<file path="config.mk">
export PLATFORM = sky130hd
export DESIGN_NAME = shift_serializer_lr
export DESIGN_NICKNAME = d
export VERILOG_FILES = /design/src/rtl/shift_serializer_lr.sv
export SDC_FILE = /design/constraint.sdc
export NUM_CORES = 1
export LEC_CHECK = 0
export CAP_MARGIN = 20
export CORE_UTILIZATION = 46
export CTS_CLUSTER_DIAMETER = 150
export DETAILED_ROUTE_END_ITERATION = 12
export PLACE_DENSITY = 0.81
export SETUP_SLACK_MARGIN = 0.5
export SYNTH_ARGS = -nofsm -noshare
export SYNTH_HDL_FRONTEND = slang
export SYNTH_SLANG_ARGS = --single-unit
</file>
<file path="constraint.sdc">
create_clock -name Clk -period 2.8 [get_ports Clk]
set_input_delay 0.42 -clock Clk [delete_from_list [all_inputs] [get_ports Clk]]
set_output_delay 0.42 -clock Clk [all_outputs]
set_load 0.02 [all_outputs]
</file>
<file path="src/rtl/shift_serializer_lr.sv">
// shift_serializer_lr
//
// Parallel-to-serial transmitter feeding shift_register_left_right.
// A WIDTH-bit word is taken over a valid/ready handshake and then sent one
// bit per clock on ser_out, with sel_out giving the shift direction so that
// the downstream register ends up holding the word in natural bit order.
//
// Handshake: a word is accepted on a rising Clk edge where valid_in = 1 and
// ready_out = 1. valid_in seen while ready_out = 0 is ignored (nothing is
// buffered), and data_in/dir_in are only sampled on the accepting edge.
//
// Parameters:
//   WIDTH - data word width in bits (>= 2)
//   GAP   - idle cycles after each frame before ready_out reasserts (0..15)
//
// Optional feature (compile-time macro SHIFT_SERIALIZER_PARITY_EN):
//   appends one even-parity bit to every frame; done_out then marks the
//   parity bit instead of the last data bit.
//
// Ports:
//   Clk        in   rising-edge system clock
//   Rst_n      in   asynchronous active-low reset
//   data_in    in   parallel word to send
//   dir_in     in   1 = right shift (LSB first), 0 = left shift (MSB first)
//   valid_in   in   source has a word on data_in/dir_in
//   ready_out  out  block can accept a word
//   ser_out    out  serial data bit (0 whenever valid_out = 0)
//   sel_out    out  direction select, held for the whole frame and while idle
//   valid_out  out  ser_out carries a frame bit this cycle
//   done_out   out  one-cycle pulse on the final frame bit
//   state_dbg  out  current FSM state (0 IDLE, 1 SHIFT, 2 GAP, 3 PARITY)
//
// All outputs are registered.

module shift_serializer_lr #(
    parameter int WIDTH = 4,
    parameter int GAP   = 0
) (
    input  logic             Clk,
    input  logic             Rst_n,
    input  logic [WIDTH-1:0] data_in,
    input  logic             dir_in,
    input  logic             valid_in,
    output logic             ready_out,
    output logic             ser_out,
    output logic             sel_out,
    output logic             valid_out,
    output logic             done_out,
    output logic [1:0]       state_dbg
);

    localparam int CW = $clog2(WIDTH + 1);

    localparam logic [CW-1:0] CNT_LAST     = CW'(WIDTH - 1);
    localparam logic [CW-1:0] CNT_PRE_LAST = CW'(WIDTH - 2);
    localparam logic [3:0]    GAP_LAST     = 4'((GAP > 0) ? (GAP - 1) : 0);

    typedef enum logic [1:0] {
        S_IDLE   = 2'd0,
        S_SHIFT  = 2'd1,
        S_GAP    = 2'd2
`ifdef SHIFT_SERIALIZER_PARITY_EN
        ,
        S_PARITY = 2'd3
`endif
    } state_t;

    state_t           state_q, state_d;
    logic [WIDTH-1:0] buf_q, buf_d;
    logic [CW-1:0]    cnt_q, cnt_d;
    logic [3:0]       gap_cnt_q, gap_cnt_d;
    logic             ready_q, ready_d;
    logic             ser_q, ser_d;
    logic             sel_q, sel_d;
    logic             valid_q, valid_d;
    logic             done_q, done_d;
`ifdef SHIFT_SERIALIZER_PARITY_EN
    logic             parity_q, parity_d;
`endif

    logic accept;

    // ready_q is the registered ready_out, so the handshake uses exactly
    // what the source sees.
    assign accept = (state_q == S_IDLE) && valid_in && ready_q;

    // ------------------------------------------------------------------
    // State register and all output/datapath flops
    // ------------------------------------------------------------------
    always_ff @(posedge Clk or negedge Rst_n) begin
        if (!Rst_n) begin
            state_q   <= S_IDLE;
            buf_q     <= '0;
            cnt_q     <= '0;
            gap_cnt_q <= '0;
            ready_q   <= 1'b0;
            ser_q     <= 1'b0;
            sel_q     <= 1'b0;
            valid_q   <= 1'b0;
            done_q    <= 1'b0;
`ifdef SHIFT_SERIALIZER_PARITY_EN
            parity_q  <= 1'b0;
`endif
        end else begin
            state_q   <= state_d;
            buf_q     <= buf_d;
            cnt_q     <= cnt_d;
            gap_cnt_q <= gap_cnt_d;
            ready_q   <= ready_d;
            ser_q     <= ser_d;
            sel_q     <= sel_d;
            valid_q   <= valid_d;
            done_q    <= done_d;
`ifdef SHIFT_SERIALIZER_PARITY_EN
            parity_q  <= parity_d;
`endif
        end
    end

    // ------------------------------------------------------------------
    // Next-state logic
    // state_q names what the registered outputs are showing right now;
    // in SHIFT, cnt_q is the index of the bit currently on ser_out.
    // ------------------------------------------------------------------
    always_comb begin
        state_d = state_q;
        case (state_q)
            S_IDLE: begin
                if (accept) state_d = S_SHIFT;
            end
            S_SHIFT: begin
                if (cnt_q == CNT_LAST) begin
`ifdef SHIFT_SERIALIZER_PARITY_EN
                    state_d = S_PARITY;
`else
                    state_d = (GAP > 0) ? S_GAP : S_IDLE;
`endif
                end
            end
`ifdef SHIFT_SERIALIZER_PARITY_EN
            S_PARITY: begin
                state_d = (GAP > 0) ? S_GAP : S_IDLE;
            end
`endif
            S_GAP: begin
                if (gap_cnt_q == GAP_LAST) state_d = S_IDLE;
            end
            default: state_d = S_IDLE;
        endcase
    end

    // ------------------------------------------------------------------
    // Output / datapath next values
    // ------------------------------------------------------------------
    always_comb begin
        buf_d     = buf_q;
        cnt_d     = cnt_q;
        gap_cnt_d = gap_cnt_q;
        sel_d     = sel_q;
        ready_d   = 1'b0;
        ser_d     = 1'b0;
        valid_d   = 1'b0;
        done_d    = 1'b0;
`ifdef SHIFT_SERIALIZER_PARITY_EN
        parity_d  = parity_q;
`endif
        case (state_q)
            S_IDLE: begin
                ready_d = 1'b1;
                if (accept) begin
                    // The first bit goes straight to ser_out on the accept
                    // edge; the buffer keeps the remaining bits pre-shifted
                    // so the next bit always sits at the outgoing end.
                    ready_d = 1'b0;
                    sel_d   = dir_in;
                    valid_d = 1'b1;
                    cnt_d   = '0;
                    ser_d   = dir_in ? data_in[0] : data_in[WIDTH-1];
                    buf_d   = dir_in ? (data_in >> 1) : (data_in << 1);
`ifdef SHIFT_SERIALIZER_PARITY_EN
                    parity_d = ^data_in;
`endif
                end
            end
            S_SHIFT: begin
                if (cnt_q != CNT_LAST) begin
                    valid_d = 1'b1;
                    cnt_d   = cnt_q + 1'b1;
                    ser_d   = sel_q ? buf_q[0] : buf_q[WIDTH-1];
                    buf_d   = sel_q ? (buf_q >> 1) : (buf_q << 1);
`ifndef SHIFT_SERIALIZER_PARITY_EN
                    done_d  = (cnt_q == CNT_PRE_LAST);
`endif
                end else begin
`ifdef SHIFT_SERIALIZER_PARITY_EN
                    valid_d = 1'b1;
                    ser_d   = parity_q;
                    done_d  = 1'b1;
`else
                    gap_cnt_d = '0;
                    ready_d   = (GAP == 0);
`endif
                end
            end
`ifdef SHIFT_SERIALIZER_PARITY_EN
            S_PARITY: begin
                gap_cnt_d = '0;
                ready_d   = (GAP == 0);
            end
`endif
            S_GAP: begin
                if (gap_cnt_q == GAP_LAST) begin
                    ready_d = 1'b1;
                end else begin
                    gap_cnt_d = gap_cnt_q + 4'd1;
                end
            end
            default: begin
                ready_d = 1'b0;
            end
        endcase
    end

    assign ready_out = ready_q;
    assign ser_out   = ser_q;
    assign sel_out   = sel_q;
    assign valid_out = valid_q;
    assign done_out  = done_q;
    assign state_dbg = state_q;

endmodule

</file>
==> results of run 1 <==
[power by group through the flow]
stage	Combinational (mW)	Clock, mW	Sequential, mW
2_1_floorplan	0.253	0	0.380
3_3_place_gp	0.394	0	0.352
3_5_place_dp	0.407	0	0.358
4_1_cts	0.407	0.112	0.354
5_1_grt	0.446	0.123	0.369
6_report	0.402	0.108	0.353
[worst reg2reg max path: stages (launching register included)]
cell	delay [ns]
sky130_fd_sc_hd__dfrtp_1	0.41
sky130_fd_sc_hd__ha_1	0.23
sky130_fd_sc_hd__ha_1	0.17
sky130_fd_sc_hd__nand2b_1	0.29
sky130_fd_sc_hd__nand2_2	0.18
sky130_fd_sc_hd__mux2_4	0.30
[cell type report]
cell class	instances	area, µm²
clock buffer	4	26.3
fill	116	520
inverter	3	11.3
multi-input combinational	37	302
sequential	13	325
tap	15	18.8
timing repair buffer	13	130
[cell usage after synthesis]
cell type	n	area share (%)
sky130_fd_sc_hd__dfrtp_1	13	49
sky130_fd_sc_hd__mux2i_1	6	9.0
sky130_fd_sc_hd__ha_1	4	7.5
sky130_fd_sc_hd__nand3_1	4	3.0
sky130_fd_sc_hd__o21ai_0	4	3.0
sky130_fd_sc_hd__inv_1	3	1.7
sky130_fd_sc_hd__nand2_1	3	1.7
sky130_fd_sc_hd__o22ai_1	3	2.8
sky130_fd_sc_hd__a31o_1	2	2.6
sky130_fd_sc_hd__buf_2	2	1.5
sky130_fd_sc_hd__mux2_4	2	4.5
sky130_fd_sc_hd__nand2b_1	2	1.9
sky130_fd_sc_hd__buf_4	1	1.1
sky130_fd_sc_hd__buf_6	1	1.7
sky130_fd_sc_hd__clkbuf_1	1	0.56
sky130_fd_sc_hd__conb_1	1	0.56
sky130_fd_sc_hd__mux2_2	1	1.7
sky130_fd_sc_hd__nand2_2	1	0.93
sky130_fd_sc_hd__nand3b_4	1	3.0
sky130_fd_sc_hd__nor2_1	1	0.56
sky130_fd_sc_hd__nor3b_1	1	1.1
sky130_fd_sc_hd__o2bb2ai_1	1	1.3
[state kept, by name, indices dropped and copies added, names as in the netlist]
register and count:
cnt_q 3, ready_out 1, valid_out 1, state_dbg 1
buf_q 4, sel_out 1, done_out 1, ser_out 1
[worst max path at each step]
stage | endpoint | startpoint
after floorplan | buf_q[0] | cnt_q[0]
after global placement | buf_q[1] | dir_in
after detailed placement | buf_q[3] | cnt_q[0]
after CTS | sel_out | sel_out
after global routing | sel_out | sel_out
final | sel_out | sel_out
[routing by layer]
metal,vias to the layer above,GRT usage [%]
met4,0,5.00
li1,223,-
met2,12,27.8
met1,220,17.9
met5,-,0
met3,0,5.00
[per-stage QoR]
| step | hold slack, ns | utilization [%] |
|---|---|---|
| after floorplan | 0.124 | - |
| after global placement | 0.445 | 59.0 |
| after detailed placement | 0.451 | 59.0 |
| after CTS | 0.458 | 61.0 |
| after global routing | 0.519 | 61.0 |
| final | 0.457 | 61.0 |
[layout by cell type, fill, tap and decap left out, types with 2 or more instances in the layout]
cell type	instances
sky130_fd_sc_hd__mux2_4	2
sky130_fd_sc_hd__mux2i_1	6
sky130_fd_sc_hd__o21ai_0	4
sky130_fd_sc_hd__a31o_1	2
sky130_fd_sc_hd__nand3_1	4
sky130_fd_sc_hd__inv_1	3
sky130_fd_sc_hd__clkdlybuf4s50_1	13
sky130_fd_sc_hd__o22ai_1	3
sky130_fd_sc_hd__nand2b_1	2
sky130_fd_sc_hd__clkbuf_4	3
sky130_fd_sc_hd__nand2_1	3
sky130_fd_sc_hd__dfrtp_1	13
sky130_fd_sc_hd__ha_1	4
[cells by family after synthesis]
| group | synth area share (%) |
|---|---|
| buffers and inverters | 6.53 |
| multiplexers | 15.1 |
| AND/OR/NAND/NOR | 12.1 |
| adder cells (fa/ha/maj) | 7.46 |
| flip-flops | 48.5 |
| AO/OA/AOI/OAI | 9.70 |
| other | 0.559 |
==> results.txt, run 1 <==
The die covers 1610 µm². The pre-antenna-repair detailed-routing pass consisted of 3 iterations. The static leakage is 0.389 nW.

The HPWL after detailed placement is 844 µm. The delay of the slowest critical-path stage came out at 0.66 ns. The number of nets produced by synthesis is 70. The clock drives 13 sinks. The residual DRC count is 0. The first global-routing pass estimated 1640 µm of wire. The tool flagged a number of max-cap violations equal to 0.

STA classifies the critical path endpoint as an output pin. The detailed-routed wire length on met3 is about 55 µm. For this run, the top clock speed supported by timing is around 0.54 GHz. The worst supply voltage drop on vdd is 568 µV. The proportion of power drawn by flip-flops and latches came out at 40.9%. In this run switching power makes up 38.1% of total power. For this run, the total global-route usage over all layers was measured as 15.8%. The mean post-synth cell area is 11.6 µm². In this run the most critical hold path is launched from cnt_q[2]. The routed layout has 455 vias. The via count of the first global-routing pass came out at 405. Setup violations remaining at the end of the flow were counted as 0. The minimum clock period is 1.84 ns.

The logic depth of the worst setup path including buffers is 1. The cell count of the worst reg-to-reg path came out at 5. In this run the cell area of the synthesized design comes to 671 µm². The number of pins with negative max-slew slack in the final report came out at 0.

Counting tap cells, the placed design contains a total of about 80 instances. The clock latency at the later pin of the worst-skew pair came out at about 0.26 ns. The relative contribution of the clock network to total power came out at 12.5%. The largest net degree at the start of global routing is 14.

The initial standard-cell utilization of the core is 50.3%. The number of stages on the worst hold path came out at 1. The cell internal power dissipation is 0.534 mW. The worst setup slack after layout came out at 0.956 ns. In this run the standard cell core region covers 1330 µm². The setup skew after layout came out at 0.00173 ns.

The worst path buffer plus inverter count is 1. For this run, the number of standard cells in the final layout without fillers is 85. Power spread over the standard cell area amounts to 1060 nW/µm². The final weighted congestion of routability-driven global placement is 0.720. Once the clock tree was built, the setup fixing pass inserted 0 buffers. Measured against its own limit, the worst slew margin works out to 62.1%. The share of total power dissipated in combinational logic is 46.6%.

The worst hold path belongs to the class reg -> reg. The count of instances resized after the clock tree is built is 0. The final instance area is 813 µm². Using the TritonRoute via totals, the vias-per-cell ratio works out to 5.35. The placement-stage cell area came out at 787 µm². The total overflow reported by the global router is 0. For the pin with the worst max-slew slack, the measured transition is roughly 0.57 ns. At the end of the flow, the number of nets in the layout was 83. The number of top-level pins is 15. The y dimension of the die is between 40 and 50 µm. The residual antenna-violating net count after detailed routing came out at 0. The total routed wirelength is 1070 µm. The fraction of layout instances using a drive strength above 1 is about 11%. The total number of yosys warnings came out at 0.

The number of synthesized register bits is 13. The path with the worst hold slack has its endpoint at done_out. The number of clock buffers added by TritonCTS is 3.

On the critical path the largest part of the delay comes from buffers and inverters. The hold violation count in the final report is 0. The standard-cell row count is 13.

The cts-stage hold buffer count is 0. Sequential cells were found to cover around half of the synthesized design area. The clock transition at the registers of the reported paths came out at about 0.07 ns. Across all register-to-register paths, the minimum setup slack is approximately 1.1 ns.

The post-route clock period utilization came out at between 60% and 70%. The count of mapped cells out of synthesis came out at 58. Overall power consumption after layout is estimated at 0.864 mW. In the final routed layout, each cell accounts on average for 12.6 µm. The number of I/O port buffers is 13.

The number of antenna cells inserted is 0. The initial DRC count is 5. The critical path goes through clkdlybuf4s50_1. Detailed routing placed a total of 539 µm of wire on met2.

Setup repair after global routing left no endpoint under its margin. The worst slack at placement came out at 1.10 ns. STA puts the critical path data arrival time at 1.42 ns. The maximum buffer depth of the clock tree came out at 2.

The wire length on met1 is 472 µm. The initial antenna violation count is 0. The worst setup path is of the reg -> out kind. The highest metal layer carrying signal wires in the routed design is met3. The flow ran to the end, and the final reports show no timing, DRC or antenna violations.

In this run the critical register-to-register path is captured at buf_q[3]. The number of H-tree levels came out at 1. The number of different library cells in the post-synthesis netlist came out at 22. The library cell contributing the largest single delay on the critical path is sky130_fd_sc_hd__clkdlybuf4s50_1.

The largest fanout of any net on the critical path came out at 7. The data required time of the worst path came out at 2.38 ns. TritonCTS built the clock tree.

The die outline width is between 40 and 50 µm. The startpoint identified for the worst register-to-register timing path is cnt_q[0]. Compared with the post-synthesis result, the final layout area differs by 21.3%. Adding up every negative setup slack in the final design gives 0 ns. The switching power is 0.329 mW. The cell sitting at the root of the clock tree is a sky130_fd_sc_hd__clkbuf_4. STA classifies the critical path startpoint as a flip-flop.
Note: power is estimated with default switching activity, not from simulation.
==> run 2: changes to the inputs <==
==> constraint.sdc (replaced) <==
create_clock -name Clk -period 1.8 [get_ports Clk]
set_input_delay 0.27 -clock Clk [delete_from_list [all_inputs] [get_ports Clk]]
set_output_delay 0.27 -clock Clk [all_outputs]
set_load 0.02 [all_outputs]
==> run 2 against run 1 <==
Compared with the run above: combinational power rose by 91%; critical path depth rose by 4; flip-flop and latch count did not move; sequential power rose by 51%; first-iteration DRC count rose by 80%; via count rose by 4.2%; clock skew fell by 0.00050 ns; highest routed layer is now met4.
==> results.txt, run 2 (synthesis results as in run 1) <==
The run finished with clean final reports. Counting flops per register, the top entry is buf_q. The flip-flop count of the largest register after layout was 4 (unchanged). The maximum clock frequency came out at 0.720 GHz.

After layout, the worst path uses 77.1% of the clock period. The number of top-level pins is 15 (unchanged). TritonCTS built the clock tree.

The number of pins with negative max-slew slack in the final report came out at 0 (unchanged). The y dimension of the die is 40.2 µm (unchanged). The largest registers in the layout are buf_q x4, cnt_q x3. The count of placed standard cells including taps is 81 (unchanged). The HPWL reported at the end of detailed placement was 886 µm (+4.9%). The first-pass GRT wire length is 1950 µm (+18%). The placement-stage cell area came out at 805 µm² (+2.2%).

The area inside the core boundary was 1330 µm² (unchanged). The TritonCTS buffer count is 3 (unchanged). The average detailed-routed wire length per instance is 13.4 µm (+6.5%). The hold violation count in the final report is 0 (unchanged).

The final cell utilization of the core is 65.9% (+4.9 points). The standard-cell row count is 13 (unchanged). The startpoint-to-endpoint class of the critical path is reg -> reg. The post-layout instance count excluding filler cells is 92 (+8.2%). The worst setup path is launched from a flip-flop. The total power of the final layout is 1.48 mW (+71%). The via count of the first global-routing pass came out at 467 (+15%). The data required time of the worst path is 1.96 ns (-0.42 ns). Setup repair after global routing could not meet its margin everywhere.

The initial DRC count came out at 9 (+4). The detail-routed via count per cell is 5.15 (-3.8%). The number of I/O port buffers came out at 13 (unchanged). The worst setup slack after layout is 0.412 ns (-0.545 ns).

The number of H-tree levels is 1 (unchanged). The count of maximum capacitance violations is 0 (unchanged). The worst min-delay path category is in -> async. The clock transition at the registers of the reported paths came out at 0.08 ns (about the same). The power density of the placed cells came out at 1690 nW/µm² (+59%). The residual antenna-violating net count after detailed routing came out at 0 (unchanged). The worst supply voltage drop on vdd was 775 µV (+36%).

The floorplan die area came out at 1610 µm² (unchanged). The final weighted congestion of routability-driven global placement is 0.718 (-0.25%). The most common cell after layout, fill and taps aside is sky130_fd_sc_hd__dfrtp_1. The minimum clock period is about 1.4 ns. The initial antenna violation count is 0 (unchanged). The largest fanout of any net on the critical path came out at 3 (-4). The worst slack at placement is 0.285 ns (-0.819 ns). The total of endpoints with negative setup slack in the final report is 0 (unchanged). The global-route usage over all layers came out at 19.1% (+3.4 points). The number of antenna cells inserted came out at 0 (unchanged). The worst-case hold slack came out at 0.367 ns (-0.0907 ns). The number of sinks driven by the clock tree came out at 13 (unchanged). The largest net degree at the start of global routing came out at 14 (unchanged). The data arrival time at the worst-slack endpoint came out at 1.55 ns (+0.13 ns). The final total negative setup slack is 0 ns (unchanged). The cts-stage hold buffer count was 0 (unchanged). In the layout the commonest cells are sky130_fd_sc_hd__dfrtp_1 (11), sky130_fd_sc_hd__clkdlybuf4s50_1 (7), sky130_fd_sc_hd__mux2i_1 (6), sky130_fd_sc_hd__buf_4 (6), sky130_fd_sc_hd__nand3_1 (4). The slew at the pin closest to its max-slew limit is 0.588 ns (+0.0213 ns). The total routed wirelength came to 1230 µm (+15%).

The static leakage came out at 0.437 nW (+12%). The layout net count came out at 90 (+8.4%). The final instance area came out at 878 µm² (+8.0%). The worst-case register-to-register setup slack came to 0.41 ns (-0.70 ns). The initial standard-cell utilization of the core is 50.3% (unchanged).

The die outline width came out at 40.2 µm (unchanged). The clock latency at the later pin of the worst-skew pair was 0.27 ns (about the same). The maximum buffer depth of the clock tree came out at 2 (unchanged). The kind of end point of the critical path is a flip-flop.

The total overflow reported by the global router is 0 (unchanged). The number of fillers in the final layout was 112 (-3.4%). The area growth from synthesis to layout is 31.0%. The relative slew slack came out at 60.7% (-1.4 points).

The setup skew after layout came out at 0.00123 ns (-0.000501 ns). In this run the clock root is driven by a sky130_fd_sc_hd__clkbuf_4. The via count came out at 474 (+4.2%). The residual DRC count is 0 (unchanged).

The count of TritonRoute iterations in the first routing pass was 4 (+1). The fraction of layout instances using a drive strength above 1 is 31.2% (+20 points).
==> run 2: cell count changes in the layout (fill, tap and decap cells not counted), sizes merged <==
cell,delta
buf,+7
clkdlybuf4s15,+1
dlygate4sd2,+3
clkinv,+1
clkbuf,+1
clkdlybuf4s50,-6
==> run 2: final timing paths <==
path	endpoint	start	depth (start not counted)
worst max-delay path	buf_q[0]	cnt_q[1]	5
worst min-delay path	valid_out	Rst_n	1
worst max register to register	buf_q[0]	cnt_q[1]	5
worst min register to register	done_out	cnt_q[2]	1
max in group asynchronous	sel_out	Rst_n	1
min in group Clk	done_out	cnt_q[2]	1
==> run 2: timing repair <==
action                                  in CTS  in global routing
resized for setup                           11                  5
pin swaps                                    1                  3
cloned                                       0                  0
endpoints found under the setup margin      10                 12
buffers inserted                             4                  3
==> run 2: area by class of cell <==
| type | count | area (µm²) | area share [%] |
|---|---|---|---|
| inverter | 3 | 11.3 | 1.28 |
| clock buffer | 3 | 22.5 | 2.56 |
| tap | 15 | 18.8 | 2.14 |
| timing repair buffer | 20 | 174 | 19.8 |
| multi-input combinational | 37 | 319 | 36.3 |
| clock inverter | 1 | 5.00 | 0.570 |
| sequential | 13 | 328 | 37.3 |
==> run 2: critical path: stages (launching register included) <==
cell and delay, ns:
sky130_fd_sc_hd__dfrtp_1 0.39, sky130_fd_sc_hd__ha_2 0.19, sky130_fd_sc_hd__ha_2 0.16, sky130_fd_sc_hd__nand2b_4 0.15
sky130_fd_sc_hd__nand2_4 0.08, sky130_fd_sc_hd__mux2_4 0.31
==> run 2: power by group <==
part | leakage (nW) | internal (mW) | total [mW] | switching, mW
sequential | 0.161 | 0.428 | 0.534 | 0.107
clock | 0.0177 | 0.0822 | 0.177 | 0.0950
combinational | 0.258 | 0.398 | 0.769 | 0.372
==> run 2: metal layers <==
layer / routed length (µm) / vias up / GRT usage, %
li1: - / 239 / -
met5: 0 / - / 0
met2: 636 / 8 / 32.7
met4: 6 / 0 / 7.50
met1: 556 / 225 / 21.8
met3: 33 / 2 / 6.67
==> run 3: changes to the inputs <==
--- a/config.mk
+++ b/config.mk
@@ -6,10 +6,10 @@
 export NUM_CORES = 1
 export LEC_CHECK = 0
 export CAP_MARGIN = 20
-export CORE_UTILIZATION = 46
+export CORE_UTILIZATION = 42
 export CTS_CLUSTER_DIAMETER = 150
 export DETAILED_ROUTE_END_ITERATION = 12
-export PLACE_DENSITY = 0.81
+export PLACE_DENSITY = 0.78
 export SETUP_SLACK_MARGIN = 0.5
 export SYNTH_ARGS = -nofsm -noshare
 export SYNTH_HDL_FRONTEND = slang
==> constraint.sdc (replaced) <==
create_clock -name Clk -period 1.1 [get_ports Clk]
set_input_delay 0.165 -clock Clk [delete_from_list [all_inputs] [get_ports Clk]]
set_output_delay 0.165 -clock Clk [all_outputs]
set_load 0.02 [all_outputs]
==> run 3 against run 2 <==
Compared with the run above: the flow now finishes with violations (negative setup slack); worst setup slack lost 0.70 ns; routed wire length grew 11%; die area grew 9.1%; sequential share of layout area shrank 5.1 points; combinational power grew 130%; clock power grew 61%; final cell count grew 8.7%; critical endpoint unchanged; highest routed layer unchanged.
==> results.txt, run 3 (synthesis results as in run 1) <==
The met1 usage in global routing is 20.3% (-1.5 points). The routing usage on met2 came out at 26.9% (-5.8 points). The area growth from synthesis to layout is 51.9%. The worst slack at placement came out at -0.315 ns (-0.600 ns).

The fraction of layout instances using a drive strength above 1 is 45.2% (+14 points). TritonCTS built the clock tree. The final total negative setup slack is -2.42 ns (-2.42 ns).

The setup skew after layout is 0.000991 ns (-0.000235 ns). The initial DRC count is 17 (+8). The combinational fraction of design power came out at 60.0% (+8.0 points). The most common cell after layout, fill and taps aside is sky130_fd_sc_hd__dfrtp_1.

The final reports fail on negative setup slack. The floorplan die area is 1760 µm² (+9.1%). The area inside the core boundary is 1510 µm² (+13%). The number of antenna cells inserted is 0 (unchanged).

The worst setup slack after layout was -0.285 ns (-0.696 ns). The worst hold path belongs to the class in -> async. The worst-case register-to-register setup slack is -0.28 ns (-0.70 ns). The maximum buffer depth of the clock tree is 2 (unchanged). The storage element area is 328 µm² (unchanged). The hold violation count in the final report came out at 0 (unchanged). The cts-stage hold buffer count is 0 (unchanged). The layer flagged by global routing as most heavily used is met2.

The detail-routed via count per cell was 5.00 (-3.0%). The number of fillers in the final layout is 118 (+5.4%). The static leakage was 0.488 nW (+12%). The clock transition at the registers of the reported paths was 0.07 ns (about the same). The standard-cell row count came out at 14 (+1).

The post-route clock period utilization is 126% (+49 points). The die outline width is 42.0 µm (+4.4%). The total routed wirelength was 1360 µm (+11%). The worst supply voltage drop on vdd is 1540 µV (+99%).

The layout net count came out at 97 (+7.8%). The count of maximum capacitance violations came out at 0 (unchanged). The final weighted congestion of routability-driven global placement is 0.763 (+6.3%). The run finished, with violations left. The y dimension of the die is 42.0 µm (+4.4%). The number of sinks driven by the clock tree came to 13 (unchanged).

The number of H-tree levels came out at 1 (unchanged). The number of I/O port buffers was 13 (unchanged). The kind of start point of the critical path is a flip-flop.

The power density of the placed cells is 2850 nW/µm² (+69%). The total overflow reported by the global router came to 0 (unchanged). The TritonCTS buffer count came to 3 (unchanged). The flip-flop count of the largest register after layout is 4 (unchanged). The largest net degree at the start of global routing is 14 (unchanged).

The initial antenna violation count is 0 (unchanged). The residual antenna-violating net count after detailed routing came out at 0 (unchanged). The initial standard-cell utilization of the core came out at 44.5% (-5.8 points).

In this run the critical register-to-register path is captured at buf_q[0]. The proportion of power drawn by flip-flops and latches is 30.2% (-5.9 points). The switching power as a share of total power is 37.0% (-1.7 points). The critical path is of the reg -> reg type. Setup repair after global routing could not meet its margin everywhere. The cell internal power dissipation is 1.83 mW (+100%). The residual DRC count came to 0 (unchanged). The worst setup path is captured at a flip-flop.

The multi-input logic area is 367 µm² (+15%). The cell count of the worst reg-to-reg path came out at 5 (unchanged). The largest registers in the layout are buf_q x4, cnt_q x3. More flip-flops sit in one register than any other, and that register is buf_q. Tracing the worst setup path back leads to its startpoint at cnt_q[1]. The global-route usage over all layers was 16.7% (-2.5 points). The library cells used most frequently in the layout, excluding fill and tap cells, are sky130_fd_sc_hd__dfrtp_1 (11), sky130_fd_sc_hd__buf_4 (10), sky130_fd_sc_hd__buf_6 (9). The via count came out at 500 (+5.5%).

The switching power is 1.07 mW (+87%). The count of TritonRoute iterations in the first routing pass was 4 (unchanged). The number of pins with negative max-slew slack in the final report was 0 (unchanged). The minimum clock period is 1.38 ns (-0.00396 ns).

The tree is rooted in a sky130_fd_sc_hd__clkbuf_4. The relative contribution of the clock network to total power is 9.8% (-2.2 points). The worst-case hold slack is 0.190 ns (-0.177 ns). The critical path ends at buf_q[0]. The total of endpoints with negative setup slack in the final report came out at 12 (+12).

The final cell utilization of the core is 67.6% (+1.8 points). The average detailed-routed wire length per instance came out at 13.6 µm (+1.7%). The number of top-level pins came out at 15 (unchanged).

The HPWL reported at the end of detailed placement is 890 µm (+0.54%). The largest fanout of any net on the critical path is 3 (unchanged). The first-pass GRT wire length is 2100 µm (+8.2%).

The data arrival time at the worst-slack endpoint is 1.54 ns (about the same). The reg-to-reg critical path startpoint is cnt_q[1]. The clock latency at the later pin of the worst-skew pair is 0.27 ns (about the same). The maximum clock frequency is 0.722 GHz (+0.29%).

The global routing met3 resource utilization came to 7.83% (+1.2 points). The data required time of the worst path is 1.26 ns (-0.70 ns). The via count of the first global-routing pass came out at 492 (+5.4%).
==> run 3: through the flow <==
step	power, mW	cells	cell area [µm²]
floorplan	1.70	58	696
global placement	2.24	93	907
detailed placement	2.29	93	907
CTS	2.73	98	973
global route	3.09	100	1020
finish	2.90	100	1020
==> run 3: power by group through the flow <==
| stage | Sequential, mW | Combinational [mW] | Clock, mW |
|---|---|---|---|
| floorplan | 0.987 | 0.713 | 0 |
| global placement | 0.845 | 1.40 | 0 |
| detailed placement | 0.853 | 1.44 | 0 |
| global route | 0.902 | 1.86 | 0.323 |
| finish | 0.876 | 1.74 | 0.285 |
| CTS | 0.856 | 1.57 | 0.304 |
==> run 3: worst min path at each step <==
stage	end	cells past startpoint	start
floorplan	buf_q[0]	0	Rst_n
finish	done_out	2	Rst_n
CTS	cnt_q[2]	2	Rst_n
detailed placement	done_out	2	Rst_n
global placement	done_out	2	Rst_n
global route	buf_q[3]	2	Rst_n
==> run 3: area by class of cell <==
type,count,area share (%)
repair buffers,27,26.2
well taps,16,1.97
multi-input cells,37,36.0
flip-flops and latches,13,32.2
clock buffers,4,2.58
inverters,3,1.11
==> run 3: worst max-delay path: stages, from the launching register on <==
cell	delay (ns)
sky130_fd_sc_hd__dfrtp_1	0.41
sky130_fd_sc_hd__ha_4	0.18
sky130_fd_sc_hd__ha_4	0.15
sky130_fd_sc_hd__nand2b_4	0.15
sky130_fd_sc_hd__nand2_4	0.08
sky130_fd_sc_hd__mux2_4	0.30
==> run 3: repair_timing <==
action / CTS / global route
pin swaps: 3 / 1
cloned: 0 / 0
resized for setup: 40 / 8
setup buffers: 1 / 2
setup endpoints to repair: 19 / 19
==> run 3: per-layer routing <==
layer,vias up,wire (µm)
li1,253,-
met1,228,592
met2,17,681
met3,2,81
met4,0,6
met5,-,0
